### config.mk
export PLATFORM = sky130hd
export DESIGN_NAME = dm_access_ctrl
export DESIGN_NICKNAME = d
export VERILOG_FILES = /design/src/rtl/dm_pkg.sv /design/src/rtl/dm_lane_align.sv /design/src/rtl/dm_access_ctrl.sv
export SDC_FILE = /design/constraint.sdc
export NUM_CORES = 1
export LEC_CHECK = 0
export CAP_MARGIN = 40
export CELL_PAD_IN_SITES_DETAIL_PLACEMENT = 1
export CELL_PAD_IN_SITES_GLOBAL_PLACEMENT = 1
export CORE_ASPECT_RATIO = 0.8
export CORE_MARGIN = 5
export CORE_UTILIZATION = 36
export DETAILED_ROUTE_END_ITERATION = 10
export PLACE_DENSITY = 0.83
export RECOVER_POWER = 25
export SYNTH_ARGS = -nofsm -noshare
export SYNTH_HDL_FRONTEND = slang
export SYNTH_HIERARCHICAL = 1
export SYNTH_SLANG_ARGS = --single-unit
### constraint.sdc
create_clock -name clk -period 7.1 [get_ports clk]
set_input_delay 1.42 -clock clk [delete_from_list [all_inputs] [get_ports clk]]
set_output_delay 1.42 -clock clk [all_outputs]
set_load 0.005 [all_outputs]
### src/rtl/dm_pkg.sv
// Shared definitions for the data-memory access controller: RV32I width codes,
// FSM state and requester-owner encodings, and the access legality helpers.
// Latency: none (types and pure functions only). Backpressure: n/a.
package dm_pkg;

  // RV32I funct3 width codes for loads and stores
  localparam logic [2:0] F3_B  = 3'b000;
  localparam logic [2:0] F3_H  = 3'b001;
  localparam logic [2:0] F3_W  = 3'b010;
  localparam logic [2:0] F3_BU = 3'b100;
  localparam logic [2:0] F3_HU = 3'b101;

  typedef enum logic [2:0] {
    IDLE   = 3'd0,
    ACCESS = 3'd1,
    RMW_RD = 3'd2,
    RMW_WR = 3'd3,
    RESP   = 3'd4
  } dm_state_t;

  typedef enum logic {
    OWN_A = 1'b0,
    OWN_B = 1'b1
  } dm_owner_t;

  // funct3 codes that name no RV32I load/store width
  function automatic logic f3_illegal(input logic [2:0] f3);
    return (f3 == 3'b011) || (f3 == 3'b110) || (f3 == 3'b111);
  endfunction

  // Halfwords must be 2-byte aligned, words 4-byte aligned; bytes never fault.
  function automatic logic f3_misaligned(input logic [2:0] f3, input logic [1:0] addr_lo);
    return ((f3[1:0] == 2'b01) && addr_lo[0]) ||
           ((f3[1:0] == 2'b10) && (addr_lo != 2'b00));
  endfunction

endpackage

### src/rtl/dm_lane_align.sv
// Byte-lane steering between a 32-bit memory word and RV32I sub-word accesses.
// Latency: purely combinational. Backpressure: none, follows its inputs.
// Ports: funct3/addr_lo select the lane; raw_word is the memory word, store_data
// the right-aligned store value; load_val is the extended load result and
// store_word the raw word with the store lane(s) replaced.
module dm_lane_align
  import dm_pkg::*;
(
  input  logic [2:0]  funct3,
  input  logic [1:0]  addr_lo,
  input  logic [31:0] raw_word,
  input  logic [31:0] store_data,
  output logic [31:0] load_val,
  output logic [31:0] store_word
);

  logic [7:0]  byte_sel;
  logic [15:0] half_sel;

  always_comb begin
    byte_sel = raw_word[{addr_lo, 3'b000} +: 8];
    half_sel = addr_lo[1] ? raw_word[31:16] : raw_word[15:0];
  end

  // Load extraction: signed codes replicate the lane MSB, unsigned pad zeros.
  always_comb begin
    load_val = raw_word;
    case (funct3)
      F3_B:    load_val = {{24{byte_sel[7]}}, byte_sel};
      F3_BU:   load_val = {24'h000000, byte_sel};
      F3_H:    load_val = {{16{half_sel[15]}}, half_sel};
      F3_HU:   load_val = {16'h0000, half_sel};
      default: load_val = raw_word;
    endcase
  end

  // Store merge: only the addressed lane(s) change, the rest of the word is kept.
  always_comb begin
    store_word = raw_word;
    case (funct3[1:0])
      2'b00: store_word[{addr_lo, 3'b000} +: 8] = store_data[7:0];
      2'b01: begin
        if (addr_lo[1]) begin
          store_word[31:16] = store_data[15:0];
        end else begin
          store_word[15:0] = store_data[15:0];
        end
      end
      default: store_word = store_data;
    endcase
  end

endmodule

### src/rtl/dm_access_ctrl.sv
// Arbitrates pipeline port A and word-only loader port B onto single-port data memory DM.
// Latency: ack 2 cycles after grant for loads/SW/port B, 3 for SB/SH, 1 for a faulting access.
// Backpressure: one access in flight; a requester holds its fields until ack, A sees a_stall.
// Ports: clk/rst; port A (a_req/a_we/a_funct3/a_addr/a_wdata -> a_ack/a_err/a_rdata/a_stall);
// port B (b_req/b_we/b_addr/b_wdata -> b_ack/b_rdata); DM side (dm_memRead/dm_memWrite/
// dm_addr/dm_writeData out, dm_readData in, combinational read in the same cycle).
module dm_access_ctrl
  import dm_pkg::*;
(
  input  logic        clk,
  input  logic        rst,
  // pipeline MEM stage
  input  logic        a_req,
  input  logic        a_we,
  input  logic [2:0]  a_funct3,
  input  logic [31:0] a_addr,
  input  logic [31:0] a_wdata,
  output logic        a_ack,
  output logic        a_err,
  output logic [31:0] a_rdata,
  output logic        a_stall,
  // program/debug loader
  input  logic        b_req,
  input  logic        b_we,
  input  logic [31:0] b_addr,
  input  logic [31:0] b_wdata,
  output logic        b_ack,
  output logic [31:0] b_rdata,
  // data memory
  output logic        dm_memRead,
  output logic        dm_memWrite,
  output logic [31:0] dm_addr,
  output logic [31:0] dm_writeData,
  input  logic [31:0] dm_readData
);

  dm_state_t   state_q, state_d;
  dm_owner_t   owner_q, owner_d;
  dm_owner_t   last_grant_q, last_grant_d;
  logic [31:0] addr_q, addr_d;
  logic        we_q, we_d;
  logic [2:0]  funct3_q, funct3_d;
  logic [31:0] wdata_q, wdata_d;
  logic [31:0] word_q, word_d;
  logic        a_ack_q, a_ack_d;
  logic        b_ack_q, b_ack_d;
  logic        a_err_q, a_err_d;
  logic [31:0] a_rdata_q, a_rdata_d;
  logic [31:0] b_rdata_q, b_rdata_d;

  logic        grant_a;
  logic        a_bad;
  logic [31:0] lane_raw;
  logic [31:0] load_val;
  logic [31:0] store_word;

  // During RMW_WR the merge works on the word captured in RMW_RD; otherwise
  // the lane logic looks straight at the memory read data for load extraction.
  assign lane_raw = (state_q == RMW_WR) ? word_q : dm_readData;

  dm_lane_align u_lane (
    .funct3     (funct3_q),
    .addr_lo    (addr_q[1:0]),
    .raw_word   (lane_raw),
    .store_data (wdata_q),
    .load_val   (load_val),
    .store_word (store_word)
  );

  always_comb begin
    a_bad = f3_illegal(a_funct3) || f3_misaligned(a_funct3, a_addr[1:0]);
    // Round-robin: on a tie the port that did not win last time goes first.
    grant_a = a_req && (!b_req || (last_grant_q == OWN_B));
  end

  always_comb begin
    state_d      = state_q;
    owner_d      = owner_q;
    last_grant_d = last_grant_q;
    addr_d       = addr_q;
    we_d         = we_q;
    funct3_d     = funct3_q;
    wdata_d      = wdata_q;
    word_d       = word_q;
    a_ack_d      = 1'b0;
    b_ack_d      = 1'b0;
    a_err_d      = 1'b0;
    a_rdata_d    = a_rdata_q;
    b_rdata_d    = b_rdata_q;

    case (state_q)
      IDLE: begin
        if (a_req || b_req) begin
          if (grant_a) begin
            owner_d      = OWN_A;
            last_grant_d = OWN_A;
            addr_d       = a_addr;
            we_d         = a_we;
            funct3_d     = a_funct3;
            wdata_d      = a_wdata;
            if (a_bad) begin
              // Faulting access skips the memory entirely and answers at once.
              state_d   = RESP;
              a_ack_d   = 1'b1;
              a_err_d   = 1'b1;
              a_rdata_d = 32'h0;
            end else if (a_we && !a_funct3[1]) begin
              state_d = RMW_RD;
            end else begin
              state_d = ACCESS;
            end
          end else begin
            owner_d      = OWN_B;
            last_grant_d = OWN_B;
            addr_d       = b_addr;
            we_d         = b_we;
            funct3_d     = F3_W;
            wdata_d      = b_wdata;
            state_d      = ACCESS;
          end
        end
      end

      ACCESS: begin
        state_d = RESP;
        // Acks and read data are registered on entry to RESP so that they
        // are valid together for exactly the RESP cycle.
        if (owner_q == OWN_A) begin
          a_ack_d = 1'b1;
          if (!we_q) begin
            a_rdata_d = load_val;
          end
        end else begin
          b_ack_d = 1'b1;
          if (!we_q) begin
            b_rdata_d = dm_readData;
          end
        end
      end

      RMW_RD: begin
        word_d  = dm_readData;
        state_d = RMW_WR;
      end

      RMW_WR: begin
        // Only port A issues sub-word stores.
        state_d = RESP;
        a_ack_d = 1'b1;
      end

      RESP: begin
        state_d = IDLE;
      end

      default: begin
        state_d = IDLE;
      end
    endcase
  end

  always_ff @(posedge clk or posedge rst) begin
    if (rst) begin
      state_q      <= IDLE;
      owner_q      <= OWN_A;
      last_grant_q <= OWN_B;
      addr_q       <= 32'h0;
      we_q         <= 1'b0;
      funct3_q     <= 3'b000;
      wdata_q      <= 32'h0;
      word_q       <= 32'h0;
      a_ack_q      <= 1'b0;
      b_ack_q      <= 1'b0;
      a_err_q      <= 1'b0;
      a_rdata_q    <= 32'h0;
      b_rdata_q    <= 32'h0;
    end else begin
      state_q      <= state_d;
      owner_q      <= owner_d;
      last_grant_q <= last_grant_d;
      addr_q       <= addr_d;
      we_q         <= we_d;
      funct3_q     <= funct3_d;
      wdata_q      <= wdata_d;
      word_q       <= word_d;
      a_ack_q      <= a_ack_d;
      b_ack_q      <= b_ack_d;
      a_err_q      <= a_err_d;
      a_rdata_q    <= a_rdata_d;
      b_rdata_q    <= b_rdata_d;
    end
  end

  // Memory strobes decode only from flopped state, so reset (which clears
  // state_q asynchronously) pulls dm_memWrite low immediately.
  always_comb begin
    dm_memRead   = ((state_q == ACCESS) && !we_q) || (state_q == RMW_RD);
    dm_memWrite  = ((state_q == ACCESS) && we_q) || (state_q == RMW_WR);
    dm_addr      = {addr_q[31:2], 2'b00};
    dm_writeData = (state_q == RMW_WR) ? store_word : wdata_q;
  end

  assign a_ack   = a_ack_q;
  assign b_ack   = b_ack_q;
  assign a_err   = a_err_q;
  assign a_rdata = a_rdata_q;
  assign b_rdata = b_rdata_q;
  assign a_stall = a_req & ~a_ack_q;

endmodule

; ---- Word level (Yosys, flattened, before mapping)
; Cells that the tools add are included.
[classes]
n_addsub = 1
n_eq_ne = 17
n_shift = 3
muxes = 32
n_bitwise = 3
reduce_logical = 26
[op_table]
columns = cell, count
row1 = 2-to-1 mux 32 bit, 9
row2 = case mux 32 bit (2 select lines), 2
row3 = case mux 32 bit (4 select lines), 1
row4 = 2-to-1 mux 16 bit, 3
row5 = bitwise mux 32 bit, 1
row6 = "variable shift 8 x 7 -> 32 bit, first input constant", 1
row7 = variable part select 32 x 6 -> 8 bit, 1
row8 = variable part select 8 x 7 -> 32 bit, 1
row9 = "== test 3 bit, second input constant", 4
row10 = 2-to-1 mux 3 bit, 4
row11 = "inequality test 2 bit, second input constant", 5
row12 = "== test 3 x 2 -> 1 bit, second input constant", 3
row13 = 2-to-1 mux 1 bit, 9
row14 = case mux 3 bit (3 select lines), 1
row15 = logical OR 1 bit, 8
row16 = negator 5 -> 7 bit, 1
row17 = "== test 3 x 1 -> 1 bit, second input constant", 2
row18 = logical AND 1 bit, 6
row19 = logical NOT 3 bit, 2
row20 = AND reduction 6 bit, 1
row21 = "== test 2 x 1 -> 1 bit, second input constant", 2
row22 = nonzero test 2 bit, 2
row23 = logical NOT 1 bit, 3
row24 = case mux 1 bit (3 select lines), 1
row25 = 8 further kinds, 9
[word_totals]
ff_bits = 172
in_bits = 169
output_inout_bits = 134
word_cells = 95

; ---- Longest topological paths before layout
; Gate-level depths: netlist of the first run.
[logic_depth]
ltp_word = 8
ltp_mapped = 12
depth_no_buf = 8

; ---- Modules after synthesis
; The synthesis of the first run kept the hierarchy.
[modules_own_cells]
columns = module, n_inst, cells_per_inst, area_each_um2, seq_area_each_um2
row1 = dm_access_ctrl, 1, 715, 8368.0, 4305.4
row2 = dm_lane_align, 1, 241, 1556.5, 0.0

; ---- Worst setup path before layout of the first run
; OpenSTA, ideal clock, no wires.
[synth_path]
path_type = input to output
startpoint = in dm_readData[31]
endpoint = out dm_writeData[31]
arrival_time_ps = 2449
required_ps = 5680
path_slack_ps = 3231
path_stages = 4
n_path_buf = 0
path_cell_list = mux2_2 a221o_1 a22o_1 mux2_2
[synth_via]
elab_chain_cells = 4
word_cells_on_any_way = 5
classes_between = mux (5)
[synth_lines]
columns = item, line
row1 = start: declaration, dm_access_ctrl.sv:34  ; input logic [31:0] dm_readData
row2 = 2-to-1 mux 32 bit (*), dm_access_ctrl.sv:59  ; assign lane_raw = (state_q == RMW_WR) ? word_q : dm_readData;
row3 = 2-to-1 mux 16 bit or bitwise mux 32 bit (tied branches), "dm_lane_align.sv:43, dm_lane_align.sv:41"
row4 = case mux 32 bit (2 select lines) (*), dm_lane_align.sv:40  ; case (funct3[1:0])
row5 = named net store_word[31], dm_access_ctrl.sv:55  ; logic [31:0] store_word;
row6 = 2-to-1 mux 32 bit (*), dm_access_ctrl.sv:200  ; dm_writeData = (state_q == RMW_WR) ? store_word : wdata_q;
row7 = end: declaration, dm_access_ctrl.sv:33  ; output logic [31:0] dm_writeData,
; The timed path passes the listed nets; every way through them passes the cells marked *.

; ---- Worst setup path in the final report of the first run
[layout_path]
startpoint = reg state_q[2]
endpoint = out dm_writeData[31]
[layout_via]
elab_chain_cells = 5
word_cells_on_any_way = 6
classes_between = eq/ne (1) / mux (5)
[layout_lines]
columns = item, line
row1 = start: declaration, dm_access_ctrl.sv:37  ; dm_state_t state_q, state_d;
row2 = start signal: assignment, dm_access_ctrl.sv:178  ; state_q <= state_d;
row3 = == test 3 x 2 -> 1 bit (*), dm_access_ctrl.sv:59
row4 = 2-to-1 mux 32 bit (*), dm_access_ctrl.sv:59
row5 = named net lane_raw[31], dm_access_ctrl.sv:53  ; logic [31:0] lane_raw;
row6 = 2-to-1 mux 16 bit or bitwise mux 32 bit (tied branches), "dm_lane_align.sv:43, dm_lane_align.sv:41"
row7 = case mux 32 bit (2 select lines) (*), dm_lane_align.sv:40
row8 = named net store_word[31], dm_access_ctrl.sv:55
row9 = 2-to-1 mux 32 bit (*), dm_access_ctrl.sv:200
; Marks and branches as above.

==> results_dict.tcl, run 1 <==
set metrics [dict create \
    ys_seq_area_share_pct 43.4 \
    hold_viol_final 0 \
    synth_cell_types 59 \
    met2_usage_pct 37.1 \
    tightest_slew_ps 1930 \
    die_area_um2 31000 \
    synth-edff-count 0 \
    met3_usage_pct 6.69 \
    drive_gt1_share_pct 10.3 \
    cts_sinks 172 \
    grt_pass1_vias 8774 \
    syn_avg_cell_area_um2 10.4 \
    core_um2 27200 \
    setup_viol 0 \
    syn_area_um2 9920 \
    slew_viol_final 130 \
    cp_top_family "buffers and inverters" \
    fin_cells 1573 \
    yosys_most_used_dff "dfrtp_1" \
    vdd_drop_max_uv 218 \
    dp_hpwl_um 26500 \
    crit_path_start_kind "flop" \
    synth-async-reset-ratio_pct 100 \
    insertion_delay_ps 450 \
    initial_core_util_pct 36.4 \
    cts_resized 0 \
    power.total_mw 5.48 \
    dr.pass1.iters 5 \
    drt_iter0_drc 404 \
    place_congestion 0.887 \
    dp_cells 1541 \
    path_max_fanout 64 \
    worstSetupStartpoint "state_q[2]" \
    final_common_cell "clkdlybuf4s50_1" \
    max_freq_ghz 0.196 \
    io_buffers 300 \
    finalSetupTns_ps 0 \
    crit_path_end_kind "output pin" \
    syn_inst 956 \
    ant_nets 0 \
    worst-r2r-setup-slack_ps 3430 \
    cp-endpoint "dm_writeData[31]" \
    period_needed_ps 5100 \
    clk_pin_slew_ps 80 \
    rr_endpoint "b_rdata[12]" \
    route.detailed.drc 0 \
    critPathBufInv 2 \
    die_w_um 196 \
    avgRoutedWirePerCell_um 21.8 \
    path_class "reg -> out" \
    post_cts_buffers 0 \
    globalRouteMet1Util_pct 26.2 \
    cts_buffers 17 \
    worstRegToRegCells 6 \
    slowest_delay_ps 670 \
    finClkSkew_ps 15.9 \
    worstPathArrival_ps 3680 \
    grt_first_pass_wirelength_um 51500 \
    fin_hold_ws_ps 484 \
    antenna_found_initial 1 \
    cts_hold_buffers 0 \
    cp_num_cells 7 \
    failed_checks "capacitance limit, slew limit" \
    cap_violations 4 \
    power_density_nw_per_um2 405 \
    die_y_um 159 \
    cts_max_level 4 \
    vias 8243 \
    critical_path.slowest_cell "buf_4" \
    min_path_type "reg -> reg" \
    busiest_layer "met2" \
    rsz0062_at_grt "false" \
    track_usage_pct 21.5 \
    num_rows 54 \
    syn_to_final_growth_pct 36.3 \
    yosys_warnings 6 \
    grt_start_max_net_pins 69 \
    routed_wl_um 34200 \
    slew_headroom_pct -28.5 \
    gr-total-overflow 0 \
    crit_path_frequent_cell "mux2_2" \
    cts_buffer_depth 2 \
    leakagePower_nw 5.91 \
    viasPerCell 5.24 \
    cts_tree "built" \
    required_ps 5680 \
    path_cells "nand3b_1 > buf_4 > mux2_2 > a221o_1 > a22o_1 > mux2_2 > clkdlybuf4s50_1" \
    status "finished, violations left" \
    fin_nets 1370 \
    finalCritPeriodShare_pct 71.9 \
    worstReg2RegStart "state_q[1]" \
    ctsRootBufferMaster "clkbuf_16" \
    ys_seq_elements 172 \
    io_pins 303 \
    layout_common_cells "298 x clkdlybuf4s50_1, 180 x nand2_1, 170 x dfrtp_1" \
    num_antenna_cells 0 \
]
==> power breakdown <==
part,internal [mW],switching [mW]
registers,1.40,0.385
logic,1.39,1.35
clock network,0.476,0.477
total,3.27,2.21
==> per-stage QoR <==
stage / instance area, um^2 / setup slack, ps / utilization, %
final: 13500 / 2000 / 49.7
after floorplan: 9930 / 1020 / -
after global routing: 13500 / 1800 / 49.7
after global placement: 12900 / 2200 / 47.3
after detailed placement: 13000 / 2150 / 47.6
after CTS: 13600 / 1900 / 49.8
==> logic make-up after synthesis <==
family | synth area share [%]
mux | 25.9
simple gates | 10.7
flops | 43.4
compound gates | 11.5
buf+inv | 7.80
fa+ha+maj | 0.630
other cells | 0.0378
==> worst min-delay path, stage by stage (launching register included) <==
cell     delay [ps]
dfrtp_1         340
nand2_1          50
o21ai_1          60
==> metal layers <==
| metal | routed length, um | up-vias |
|---|---|---|
| met4 | 829 | 2 |
| met2 | 16800 | 292 |
| met5 | 13 | - |
| met3 | 2790 | 44 |
| met1 | 13800 | 4113 |
| li1 | - | 3792 |
==> cell usage after synthesis (6+ instances only) <==
| cell type | instances | area, um^2 |
|---|---|---|
| buf_4 | 41 | 308 |
| mux2_1 | 64 | 721 |
| a221o_1 | 17 | 170 |
| o21ai_0 | 7 | 35.0 |
| dfrtp_1 | 171 | 4280 |
| nor2_1 | 19 | 71.3 |
| buf_2 | 31 | 155 |
| a22oi_1 | 8 | 60.1 |
| a22o_1 | 16 | 140 |
| inv_1 | 38 | 143 |
| mux2_2 | 64 | 721 |
| buf_6 | 6 | 67.6 |
| nand2_1 | 181 | 679 |
| nand2b_1 | 12 | 75.1 |
| mux2i_1 | 111 | 1110 |
| o311ai_0 | 7 | 61.3 |
| clkbuf_1 | 13 | 48.8 |
| a21oi_1 | 15 | 75.1 |
| o21ai_1 | 67 | 335 |
==> flip-flops by register name (all words and copies together) (netlist names) <==
signal	flops
a_ack	1
addr_q	32
last_grant_q	1
b_rdata	32
state_q	3
word_q	32
a_rdata	32
owner_q	1
funct3_q	3
b_ack	1
wdata_q	32
a_err	1
we_q	1
==> final cells by class <==
type	instances	area, um^2
clock inverter	15	171
inverter	39	148
tap	364	455
clock buffer	17	425
multi-input combinational	651	4850
timing repair buffer	315	3170
fill	2950	13700
sequential	172	4310
==> worst min-delay path by stage <==
stage,startpoint,end,slack [ps],cells past startpoint
after global routing,b_rdata[16],b_rdata[16],500,1
final,addr_q[6],addr_q[6],480,2
after global placement,word_q[14],word_q[14],460,1
after floorplan,word_q[0],word_q[0],450,1
after detailed placement,word_q[31],word_q[31],470,1
after CTS,word_q[31],word_q[31],490,1
(Power assumes the default switching activity.)
==> run 2, diff against run 1 <==
--- a/config.mk
+++ b/config.mk
@@ -10,9 +10,9 @@
 export CELL_PAD_IN_SITES_GLOBAL_PLACEMENT = 1
 export CORE_ASPECT_RATIO = 0.8
 export CORE_MARGIN = 5
-export CORE_UTILIZATION = 36
+export CORE_UTILIZATION = 33
 export DETAILED_ROUTE_END_ITERATION = 10
-export PLACE_DENSITY = 0.83
+export PLACE_DENSITY = 0.8
 export RECOVER_POWER = 25
 export SYNTH_ARGS = -nofsm -noshare
 export SYNTH_HDL_FRONTEND = slang
==> constraint.sdc (replaced) <==
create_clock -name clk -period 4.5 [get_ports clk]
set_input_delay 0.9 -clock clk [delete_from_list [all_inputs] [get_ports clk]]
set_output_delay 0.9 -clock clk [all_outputs]
set_load 0.005 [all_outputs]
==> run 2 against run 1 <==
Against the previous run:
- the run still ends with capacitance limit, slew limit left
- clock-buffer cell count is the same
- hold slack gained 1.1 ps
- total power grew 60%
- worst setup slack lost 1700 ps
- cell count grew 2.9%
- die area grew 8.6%
- global-route usage shrank 1.3 points
- register-to-register slack lost 2200 ps
- sequential power grew 57%
- critical path type unchanged
- critical endpoint is now dm_writeData[25]
==> results_dict.tcl, run 2 (synthesis gave the netlist of run 1 again) <==
set metrics [dict create \
    worstPathArrival_ps 3290 \
    route.detailed.drc 0 \
    hp-start "addr_q[20]" \
    setup_viol 0 \
    cp_top_family "buffers and inverters" \
    grt_start_max_net_pins 173 \
    routed_wl_um 34900 \
    syn_to_final_growth_pct 37.5 \
    die_area_um2 33700 \
    hold_viol_final 0 \
    finalCritPeriodShare_pct 93.2 \
    crit_path_end_kind "output pin" \
    fill_cells 3251 \
    cts_hold_buffers 0 \
    period_needed_ps 4190 \
    cts_resized 0 \
    rsz0062_at_grt "false" \
    core_um2 29500 \
    slew_headroom_pct -60.9 \
    post_dp_cell_area_um2 13100 \
    ctsRootBufferMaster "clkbuf_16" \
    slowest_delay_ps 560 \
    worstReg2RegStart "state_q[2]" \
    slew_viol_final 206 \
    die_w_um 204 \
    p_switching_mw 3.44 \
    path_max_fanout 64 \
    cts_buffer_depth 2 \
    antenna_found_initial 0 \
    power.total_mw 8.79 \
    drt_iter0_drc 558 \
    avgRoutedWirePerCell_um 21.5 \
    grt_pass1_vias 8824 \
    drive_gt1_share_pct 10.8 \
    stdcell_area_um2 13600 \
    layout_common_cells "298 x clkdlybuf4s50_1, 180 x nand2_1, 170 x dfrtp_1" \
    clk_pin_slew_ps 70 \
    io_buffers 300 \
    gr-total-overflow 0 \
    ant_nets 0 \
    dp_hpwl_um 26700 \
    cts_max_level 4 \
    post_cts_buffers 0 \
    grt_first_pass_wirelength_um 52200 \
    finalSetupTns_ps 0 \
    clkPwrFrac_pct 18.3 \
    initial_core_util_pct 33.6 \
    critical_path.slowest_cell "dfrtp_1" \
    critPathBufInv 2 \
    comb_power_share_pct 49.7 \
    cts_buffers 17 \
    failed_checks "capacitance limit, slew limit" \
    crit_path_frequent_cell "mux2_2" \
    power_density_nw_per_um2 644 \
    final_common_cell "clkdlybuf4s50_1" \
    path_cells "nand3b_1 > buf_12 > mux2_2 > a221o_1 > a22o_1 > mux2_2 > clkdlybuf4s50_1" \
    status "finished, violations left" \
    place_congestion 0.917 \
    num_rows 56 \
    finClkSkew_ps 14.6 \
    min_path_type "reg -> reg" \
    cts_tree "built" \
    required_ps 3600 \
    insertion_delay_ps 440 \
    cts_sinks 172 \
    io_pins 303 \
    power.internal_mw 5.34 \
    cap_violations 2 \
    crit_path_start_kind "flop" \
    fin_cells 1619 \
    die_y_um 165 \
    num_antenna_cells 0 \
    dr.pass1.iters 5 \
    max_freq_ghz 0.238 \
    worstSetupStartpoint "state_q[2]" \
    leakagePower_nw 5.95 \
    vias 8193 \
    swShare_pct 39.2 \
    dp_cells 1587 \
    vdd_drop_max_uv 321 \
    viasPerCell 5.06 \
    path_class "reg -> out" \
    fin_nets 1374 \
    tightest_slew_ps 2410 \
    pwr-share-seq_pct 32.0 \
    track_usage_pct 20.2 \
]
[run 2: worst paths after layout]
check,end,slack (ps),depth (start not counted)
worst min register to register,addr_q[20],480,2
worst max register to register,a_rdata[29],1280,8
worst max-delay path,dm_writeData[25],310,7
min in group asynchronous,addr_q[25],1820,3
worst min-delay path,addr_q[20],480,2
max in group asynchronous,funct3_q[1],1070,3
[run 2: cell type report]
cell class                      count  area (um^2)  share of cell area (%)
Multi-Input combinational cell    651         4840                    35.5
Sequential cell                   172         4310                    31.6
Timing Repair Buffer              319         3210                    23.5
Tap cell                          406          508                    3.72
Clock buffer                       17          425                    3.12
Clock inverter                     15          203                    1.49
Inverter                           39          150                    1.10
[run 2: per-layer routing]
layer / vias up / track usage [%] / routed length (um)
li1: 3787 / - / -
met1: 4066 / 25.7 / 14700
met2: 301 / 34.4 / 17100
met3: 39 / 5.60 / 2470
met4: 0 / 5.00 / 637
met5: - / 0 / 0
[run 2: power by group through the flow]
| stage | Sequential (mW) | Clock [mW] | Combinational, mW |
|---|---|---|---|
| 3_3_place_gp | 2.80 | 0 | 4.23 |
| 3_5_place_dp | 2.84 | 0 | 4.38 |
| 4_1_cts | 2.82 | 1.64 | 4.41 |
| 6_report | 2.81 | 1.61 | 4.37 |
| 5_1_grt | 2.89 | 1.71 | 4.73 |
| 2_1_floorplan | 2.58 | 0 | 2.72 |
[run 2: per-stage QoR]
stage / util (%) / setup WS [ps] / hold WS [ps]
final: 46.2 / 305 / 485
after global routing: 46.2 / 182 / 499
after CTS: 46.4 / 195 / 489
after detailed placement: 44.3 / 619 / 471
after global placement: 44.1 / 648 / 465
after floorplan: - / 1400 / 454
[run 2: worst register-to-register path, cell delays in order (launching register included)]
cell	delay [ps]
dfrtp_1	560
nand3b_1	210
buf_12	330
mux2_2	530
mux4_2	570
o21ai_4	470
nand2_1	220
nand2_1	120
mux2i_1	70
==> run 3, diff against run 2 <==
--- a/config.mk
+++ b/config.mk
@@ -10,11 +10,13 @@
 export CELL_PAD_IN_SITES_GLOBAL_PLACEMENT = 1
 export CORE_ASPECT_RATIO = 0.8
 export CORE_MARGIN = 5
-export CORE_UTILIZATION = 33
+export CORE_UTILIZATION = 39
+export CTS_CLUSTER_DIAMETER = 200
 export DETAILED_ROUTE_END_ITERATION = 10
-export PLACE_DENSITY = 0.8
+export PLACE_DENSITY = 0.89
 export RECOVER_POWER = 25
 export SYNTH_ARGS = -nofsm -noshare
 export SYNTH_HDL_FRONTEND = slang
 export SYNTH_HIERARCHICAL = 1
 export SYNTH_SLANG_ARGS = --single-unit
+export TNS_END_PERCENT = 1
==> constraint.sdc (replaced) <==
create_clock -name clk -period 5.3 [get_ports clk]
set_input_delay 1.06 -clock clk [delete_from_list [all_inputs] [get_ports clk]]
set_output_delay 1.06 -clock clk [all_outputs]
set_load 0.005 [all_outputs]
==> run 3 against run 2 <==
Against the previous run:
- total power down 18%
- critical path depth down 1
- register-to-register slack gained 670 ps
- wire length shrank 1.1%
- first-iteration DRC count up 41%
- the run still ends with capacitance limit, slew limit left
- sequential share of layout area rose by 0.73 points
- sequential power fell by 14%
- cell area is 2.3% lower
- largest cell class unchanged
- cell count shrank 5.5%
==> results_dict.tcl, run 3 (synthesis gave the netlist of run 1 again) <==
set metrics [dict create \
    gr-total-overflow 0 \
    grt_first_pass_wirelength_um 52500 \
    leakagePower_nw 5.85 \
    viasPerCell 5.47 \
    num_rows 52 \
    ant_nets 0 \
    critPathBufInv 2 \
    max_freq_ghz 0.226 \
    met3_usage_pct 6.05 \
    die_area_um2 28800 \
    min_path_type "reg -> reg" \
    power_density_nw_per_um2 543 \
    cts_sinks 172 \
    num_antenna_cells 0 \
    hp-start "word_q[10]" \
    drt_iter0_drc 789 \
    cp_top_family "buffers and inverters" \
    critical_path.slowest_cell "dfrtp_1" \
    vias 8368 \
    worstPathArrival_ps 3360 \
    finalSetupTns_ps 0 \
    path_class "reg -> out" \
    finalCritPeriodShare_pct 83.5 \
    die_w_um 188 \
    ctsRootBufferMaster "clkbuf_16" \
    worstRegToRegCells 5 \
    power.total_mw 7.24 \
    setup_viol 0 \
    path_max_fanout 19 \
    cts_hold_buffers 0 \
    final_core_util_pct 53.0 \
    avgRoutedWirePerCell_um 22.5 \
    worstReg2RegStart "state_q[1]" \
    slew_headroom_pct -63.5 \
    dr.pass1.iters 6 \
    crit_path_end_kind "output pin" \
    slew_viol_final 235 \
    tightest_slew_ps 2450 \
    slowest_delay_ps 820 \
    clk_pin_slew_ps 60 \
    die_y_um 153 \
    track_usage_pct 23.4 \
    antenna_found_initial 0 \
    status "finished, violations left" \
    period_needed_ps 4420 \
    rsz0062_at_grt "false" \
    worst-r2r-setup-slack_ps 1950 \
    routed_wl_um 34500 \
    insertion_delay_ps 440 \
    layout_common_cells "298 x clkdlybuf4s50_1, 180 x nand2_1, 170 x dfrtp_1" \
    finClkSkew_ps 16.6 \
    final_common_cell "clkdlybuf4s50_1" \
    cap_violations 3 \
    cts_resized 0 \
    cts_max_level 4 \
    cts_buffers 17 \
    rr_endpoint "b_rdata[26]" \
    io_pins 303 \
    met2_usage_pct 40.1 \
    grt_pass1_vias 9050 \
    place_congestion 0.924 \
    failed_checks "capacitance limit, slew limit" \
    required_ps 4240 \
    fill_cells 2759 \
    fin_nets 1367 \
    globalRouteMet1Util_pct 28.2 \
    path_cells "inv_1 > a211oi_2 > a22oi_1 > nand2_1 > mux2_2 > clkdlybuf4s50_1" \
    vdd_drop_max_uv 295 \
    hold_viol_final 0 \
    route.detailed.drc 0 \
    grt_start_max_net_pins 173 \
    post_cts_buffers 0 \
    core_um2 25200 \
    initial_core_util_pct 39.4 \
    drive_gt1_share_pct 9.95 \
    hold_depth 1 \
    busiest_layer "met2" \
    syn_to_final_growth_pct 34.4 \
    crit_path_start_kind "flop" \
    io_buffers 300 \
    worstHoldEndpoint "word_q[10]" \
    dp_hpwl_um 26000 \
    cts_tree "built" \
    cts_buffer_depth 2 \
]
-- run 3: cell types whose count changed in the layout (fill, tap and decap cells not counted), sizes merged --
cell	before	now
inv	44	40
buf	17	9
bufinv	3	0
clkbuf	19	24
clkinv	2	7
clkinvlp	5	3
-- run 3: worst max path at each step --
stage,cells past startpoint,slack (ps),start,endpoint
after floorplan,1,2040,rst,a_ack
after global routing,8,730,addr_q[1],dm_writeData[17]
final,6,880,funct3_q[0],dm_writeData[10]
after global placement,6,1120,dm_readData[25],dm_writeData[25]
after CTS,7,850,state_q[2],dm_writeData[31]
after detailed placement,6,1090,dm_readData[25],dm_writeData[25]
-- run 3: per-layer routing --
| layer | share of wire (%) | vias to the layer above |
|---|---|---|
| met3 | 7.6 | 78 |
| met1 | 40 | 4135 |
| met5 | 0 | - |
| met2 | 49 | 370 |
| li1 | - | 3785 |
| met4 | 3.7 | 0 |
-- run 3: final cells by class --
type	count	area (um^2)	area share [%]
multi-input cells	651	4840	36.3
clock inverters	11	86.3	0.647
flip-flops and latches	172	4310	32.3
clock buffers	21	450	3.38
well taps	324	405	3.04
inverters	39	150	1.13
repair buffers	312	3100	23.2
-- run 3: stage by stage --
step                      setup WS [ps]  area [um^2]  cells  hold slack, ps
after floorplan                    2040         9930    957             454
after global placement             1120        12800   1497             465
after detailed placement           1090        12900   1498             475
after CTS                           848        13400   1530             490
after global routing                730        13300   1530             501
final                               877        13300   1530             486
-- run 3: where the power goes --
| group | switching [mW] | internal (mW) |
|---|---|---|
| clock network | 0.566 | 0.619 |
| logic | 1.79 | 1.83 |
| registers | 0.553 | 1.88 |
-- run 3: worst reg2reg max path, stage by stage, from the launching register on --
cell      delay (ps)
dfrtp_1          520
nor3b_1          360
and2_0           220
nor2b_1          450
clkbuf_1        1210
mux2_1           450
==> RTL change 1, RTL diff (config.mk and constraints of run 2) <==
Register the output `a_err` once more, without a reset; this adds one clock of latency there. The other outputs are not delayed to match.
--- a/src/rtl/dm_access_ctrl.sv
+++ b/src/rtl/dm_access_ctrl.sv
@@ -203,5 +203,7 @@
   assign a_ack   = a_ack_q;
   assign b_ack   = b_ack_q;
-  assign a_err   = a_err_q;
+  always_ff @(posedge clk) begin
+    a_err <= a_err_q;
+  end
   assign a_rdata = a_rdata_q;
   assign b_rdata = b_rdata_q;
Formal check against the unedited RTL: not equivalent (a bounded check fails within 4 cycles, from zero or initial values and one cycle with rst high).
==> RTL change 1 against run 2 <==
- routed wire length barely moved
- power fell by 1.8%
- worst setup slack got worse by 33 ps
- synthesized cell count rose by 0.10%
- synthesized area rose by 0.20%
- sequential cell count rose by 1
- combinational power fell by 2%
- the run still ends with capacitance limit, slew limit left
- count of clock-buffer cells in the layout rose by 5
- clock skew fell by 1.9 ps
- core utilization fell by 0.24 points
- final area fell by 0.51%
- clock power fell by 7%
==> RTL change 1: results (changes against run 2) <==
peak supply drop 331 uV (+3.0%); WL met3 2560 um (+3.9%); switching power share of the total 0.390 (-0.00127); first-pass GRT wire length 52400 um (+0.44%); register area share after synthesis 0.435 (+0.00114); Comb power frac 0.499 (+0.002); maximum clock frequency 0.236 GHz (-0.79%); fin. max-slew vios 28 (-86%); Fillers 3257 (+0.18%); Async SR Flop Fraction 0.994 (-0.00578); Pwr Density 635 nW/um^2 (-1.3%); Vias/cell 5.08 (+0.30%); WL final 34900 um (about the same); final RePlAce weighted congestion 0.935 (+2.1%); Initial DRC Count 496 (-11%); ANT cells 0 (unchanged); LEAKAGE 0.00592 uW (-0.44%); GRT Overall Usage 0.203 (+0.000893); met2 WL 16900 um (-1.2%); commonest non-fill, non-tap cell in the layout clkdlybuf4s50_1; Layout Nets 1371 (-0.22%); WP data arrival 3330 ps (+40 ps); Worst-Margin Slew 1500 ps (-911 ps); crit path to dm_writeData[28]; flop2flop setup slack 1190 ps (-90 ps); Power Clock 1490 uW (-7%); violated checks capacitance limit, slew limit; grt met2 use 0.341 (-0.00265); status finished with violations; met1 usage 0.257 (about the same); hpwl dp 26800 um (+0.44%); critical path's largest stage delay 600 ps (+40 ps); Worst Clk Skew 12.7 ps (-1.93 ps); max_cap viols 1 (-1); Distinct cells, synth 60 (+1.7%); post-place setup slack 624 ps (+5.46 ps); Critical R2R Capture a_rdata[27]$_DFFE_PP0P_; vias in the first global route 8815 (-0.10%); main area contributors after synthesis dfrtp_1 43%, mux2i_1 11%, mux2_1 7.2%; largest net degree at the start of global routing 76 (-56%); ratio of cells with drive above 1 in the final layout 0.103 (-0.00461)
RTL change 1: cell types whose count changed in the layout (fill, tap and decap cells not counted), sizes merged:
cell / change
bufinv: -1
clkinvlp: -3
clkbuf: +6
clkinv: +4
dfxtp: +1
inv: -6
buf: -5
RTL change 1: kinds of logic (layout without fill, tap and decap cells):
kind of cell             after synthesis  after routing  synth area share
adder cells (fa/ha/maj)                5              5           0.00629
multiplexers                         240            240             0.259
AO/OA/AOI/OAI                        165            165             0.115
flip-flops                           173            173             0.435
buffers and inverters                134            385            0.0779
AND/OR/NAND/NOR                      239            239             0.106
other                                  1              2          0.000377
RTL change 1: cell type report:
type	instances	share of cell area
multi-input combinational	651	0.357
sequential	173	0.319
timing repair buffer	315	0.233
tap	406	0.0374
clock buffer	22	0.0342
inverter	39	0.0109
clock inverter	9	0.00830
RTL change 1: worst min path at each step:
| stage | startpoint | end | cells after the start |
|---|---|---|---|
| after floorplan | a_err_q$_DFF_PP0_ | a_err$_DFF_P_ | 0 |
| after global placement | a_err_q$_DFF_PP0_ | a_err$_DFF_P_ | 0 |
| after detailed placement | a_err_q$_DFF_PP0_ | a_err$_DFF_P_ | 0 |
| after CTS | a_err_q$_DFF_PP0_ | a_err$_DFF_P_ | 0 |
| after global routing | a_err_q$_DFF_PP0_ | a_err$_DFF_P_ | 0 |
| final | a_err_q$_DFF_PP0_ | a_err$_DFF_P_ | 0 |
RTL change 1: metrics by stage:
stage / cells / utilization / cell area [um^2]
detailed placement: 1584 / 0.443 / 13100
CTS: 1615 / 0.462 / 13600
global route: 1615 / 0.460 / 13600
floorplan: 958 / - / 9950
global placement: 1582 / 0.441 / 13000
finish: 1615 / 0.460 / 13600
==> RTL change 2, RTL diff (settings of run 2) <==
Made on the original files. Take the reset off `wdata_q` and load it in a clocked block of its own.
--- a/src/rtl/dm_access_ctrl.sv
+++ b/src/rtl/dm_access_ctrl.sv
@@ -168,5 +168,4 @@
       we_q         <= 1'b0;
       funct3_q     <= 3'b000;
-      wdata_q      <= 32'h0;
       word_q       <= 32'h0;
       a_ack_q      <= 1'b0;
@@ -182,5 +181,4 @@
       we_q         <= we_d;
       funct3_q     <= funct3_d;
-      wdata_q      <= wdata_d;
       word_q       <= word_d;
       a_ack_q      <= a_ack_d;
@@ -192,4 +190,8 @@
   end
 
+  always_ff @(posedge clk) begin
+    wdata_q <= wdata_d;
+  end
+
   // Memory strobes decode only from flopped state, so reset (which clears
   // state_q asynchronously) pulls dm_memWrite low immediately.
Formal check against the unedited RTL: not equivalent (a bounded check fails within 4 cycles, from zero or initial values and one cycle with rst high).
==> RTL change 2 against run 2 <==
- synthesized area decreased by 3.9%
- critical endpoint is now dm_writeData[26]
- sequential cell count unchanged
- global-route usage increased by 1.0 points
- worst setup slack got worse by 150 ps
- critical path depth unchanged
- cell count decreased by 1.4%
- final area decreased by 2.5%
- largest power group unchanged
- routed wire length decreased by 1.1%
- the flow still finishes with violations (capacitance limit, slew limit)
- combinational power decreased by 12%
- highest routed layer unchanged
- power decreased by 7.0%
==> RTL change 2: results (changes against run 2) <==
status finished with violations; violated checks capacitance limit, slew limit; ratio of cells with drive above 1 in the final layout 0.120 (+0.0119); Endpoint, Worst Hold addr_q[4]$_DFFE_PP0P_; Synth Area in Compound Gates 0.117 (+0.00177); critical hold path startpoint addr_q[4]$_DFFE_PP0P_; register area share after synthesis 0.468 (+0.0343); main area contributors after synthesis dfrtp_1 36%, nand2_1 11%, edfxtp_1 10%; WL final 34500 um (-1.1%); met1 usage 0.290 (+0.0324); Hold Crit Depth 2 (unchanged); post-place setup slack 420 ps (-198 ps); Pre-Repair DR Iteration Count 5 (unchanged); Critical R2R Capture a_rdata[11]$_DFFE_PP0P_; switching power 3040 uW (-12%); maximum clock frequency 0.230 GHz (-3.5%); Finished Layout Cells 1596 (-1.4%); fin. max-slew vios 31 (-85%); Vias/cell 5.15 (+1.7%); met3 Track Usage GR 0.0564 (+0.000375); Layout Nets 1387 (+0.95%); Slew HR -0.112 (+0.497); final instance area 13300 um^2 (-2.5%); Reg2Reg Depth 9 (+1); Post-synth EDFFs 32 (+32); Distinct cells, synth 58 (-1.7%); Syn Area/Cell 9.96 um^2 (-4.1%); flop2flop setup slack 1160 ps (-120 ps); hpwl dp 26800 um (+0.43%); Fillers 3166 (-2.6%); final hold slack 479 ps (-5.76 ps); GRT Overall Usage 0.212 (+0.00995); grt met2 use 0.339 (-0.00463); vias in the first global route 8782 (-0.48%); Worst Clk Skew 9.70 ps (-4.91 ps); synth cell count leaders 278 x nand2_1, 139 x dfrtp_1, 68 x mux2_2; Crit Path Max Fanout 17 (-73%); FF-to-FF Start state_q[1]$_DFFE_PP0N_; final RePlAce weighted congestion 0.873 (-4.7%); Async SR Flop Fraction 0.814 (-0.186); LEAKAGE 0.00570 uW (-4.2%); mux contribution to synthesized area 0.202 (-0.0577); first-pass GRT wire length 52700 um (+1.0%); crit path to dm_writeData[26]; max_cap viols 1 (-1)
-- RTL change 2: changes by cell type after synthesis, moves of 6 or more --
cell / change
o21ai_1: -53
dfrtp_1: -32
o21ai_0: +56
nand2_1: +97
clkbuf_1: +13
inv_1: -30
buf_2: -6
edfxtp_1: +32
buf_4: -9
mux2i_1: -65
-- RTL change 2: what timing repair did --
action / 4_1_cts / 5_1_grt
endpoints found under the setup margin: 17 / 0
hold buffers: 0 / 0
gates resized for setup: 1 / 0
-- RTL change 2: layout make-up --
class,count,share of cell area
multi-input cells,683,0.341
flip-flops and latches,172,0.336
repair buffers,329,0.242
well taps,370,0.0348
clock buffers,19,0.0333
clock inverters,13,0.0105
inverters,10,0.00291
-- RTL change 2: power by group through the flow --
| stage | registers [uW] | logic, uW | clock network, uW |
|---|---|---|---|
| after floorplan | 2660 | 2270 | 0 |
| after global routing | 2910 | 4210 | 1610 |
| after CTS | 2830 | 3890 | 1540 |
| after global placement | 2800 | 3750 | 0 |
| after detailed placement | 2860 | 3860 | 0 |
| final | 2830 | 3850 | 1490 |
-- RTL change 2: layer usage --
metal | vias to the layer above | part of all wire | wire length (um)
met5 | - | 0 | 0
met4 | 0 | 0.015 | 520
met3 | 36 | 0.068 | 2340
met2 | 252 | 0.47 | 16100
met1 | 4105 | 0.45 | 15500
li1 | 3819 | - | -
-- RTL change 2: worst max-delay path: stages, from the launching register on --
cell,delay [ps]
dfrtp_1,520
inv_1,150
or3_4,530
mux2_1,480
a221o_1,360
a22o_1,180
mux2_1,330
clkdlybuf4s50_1,470
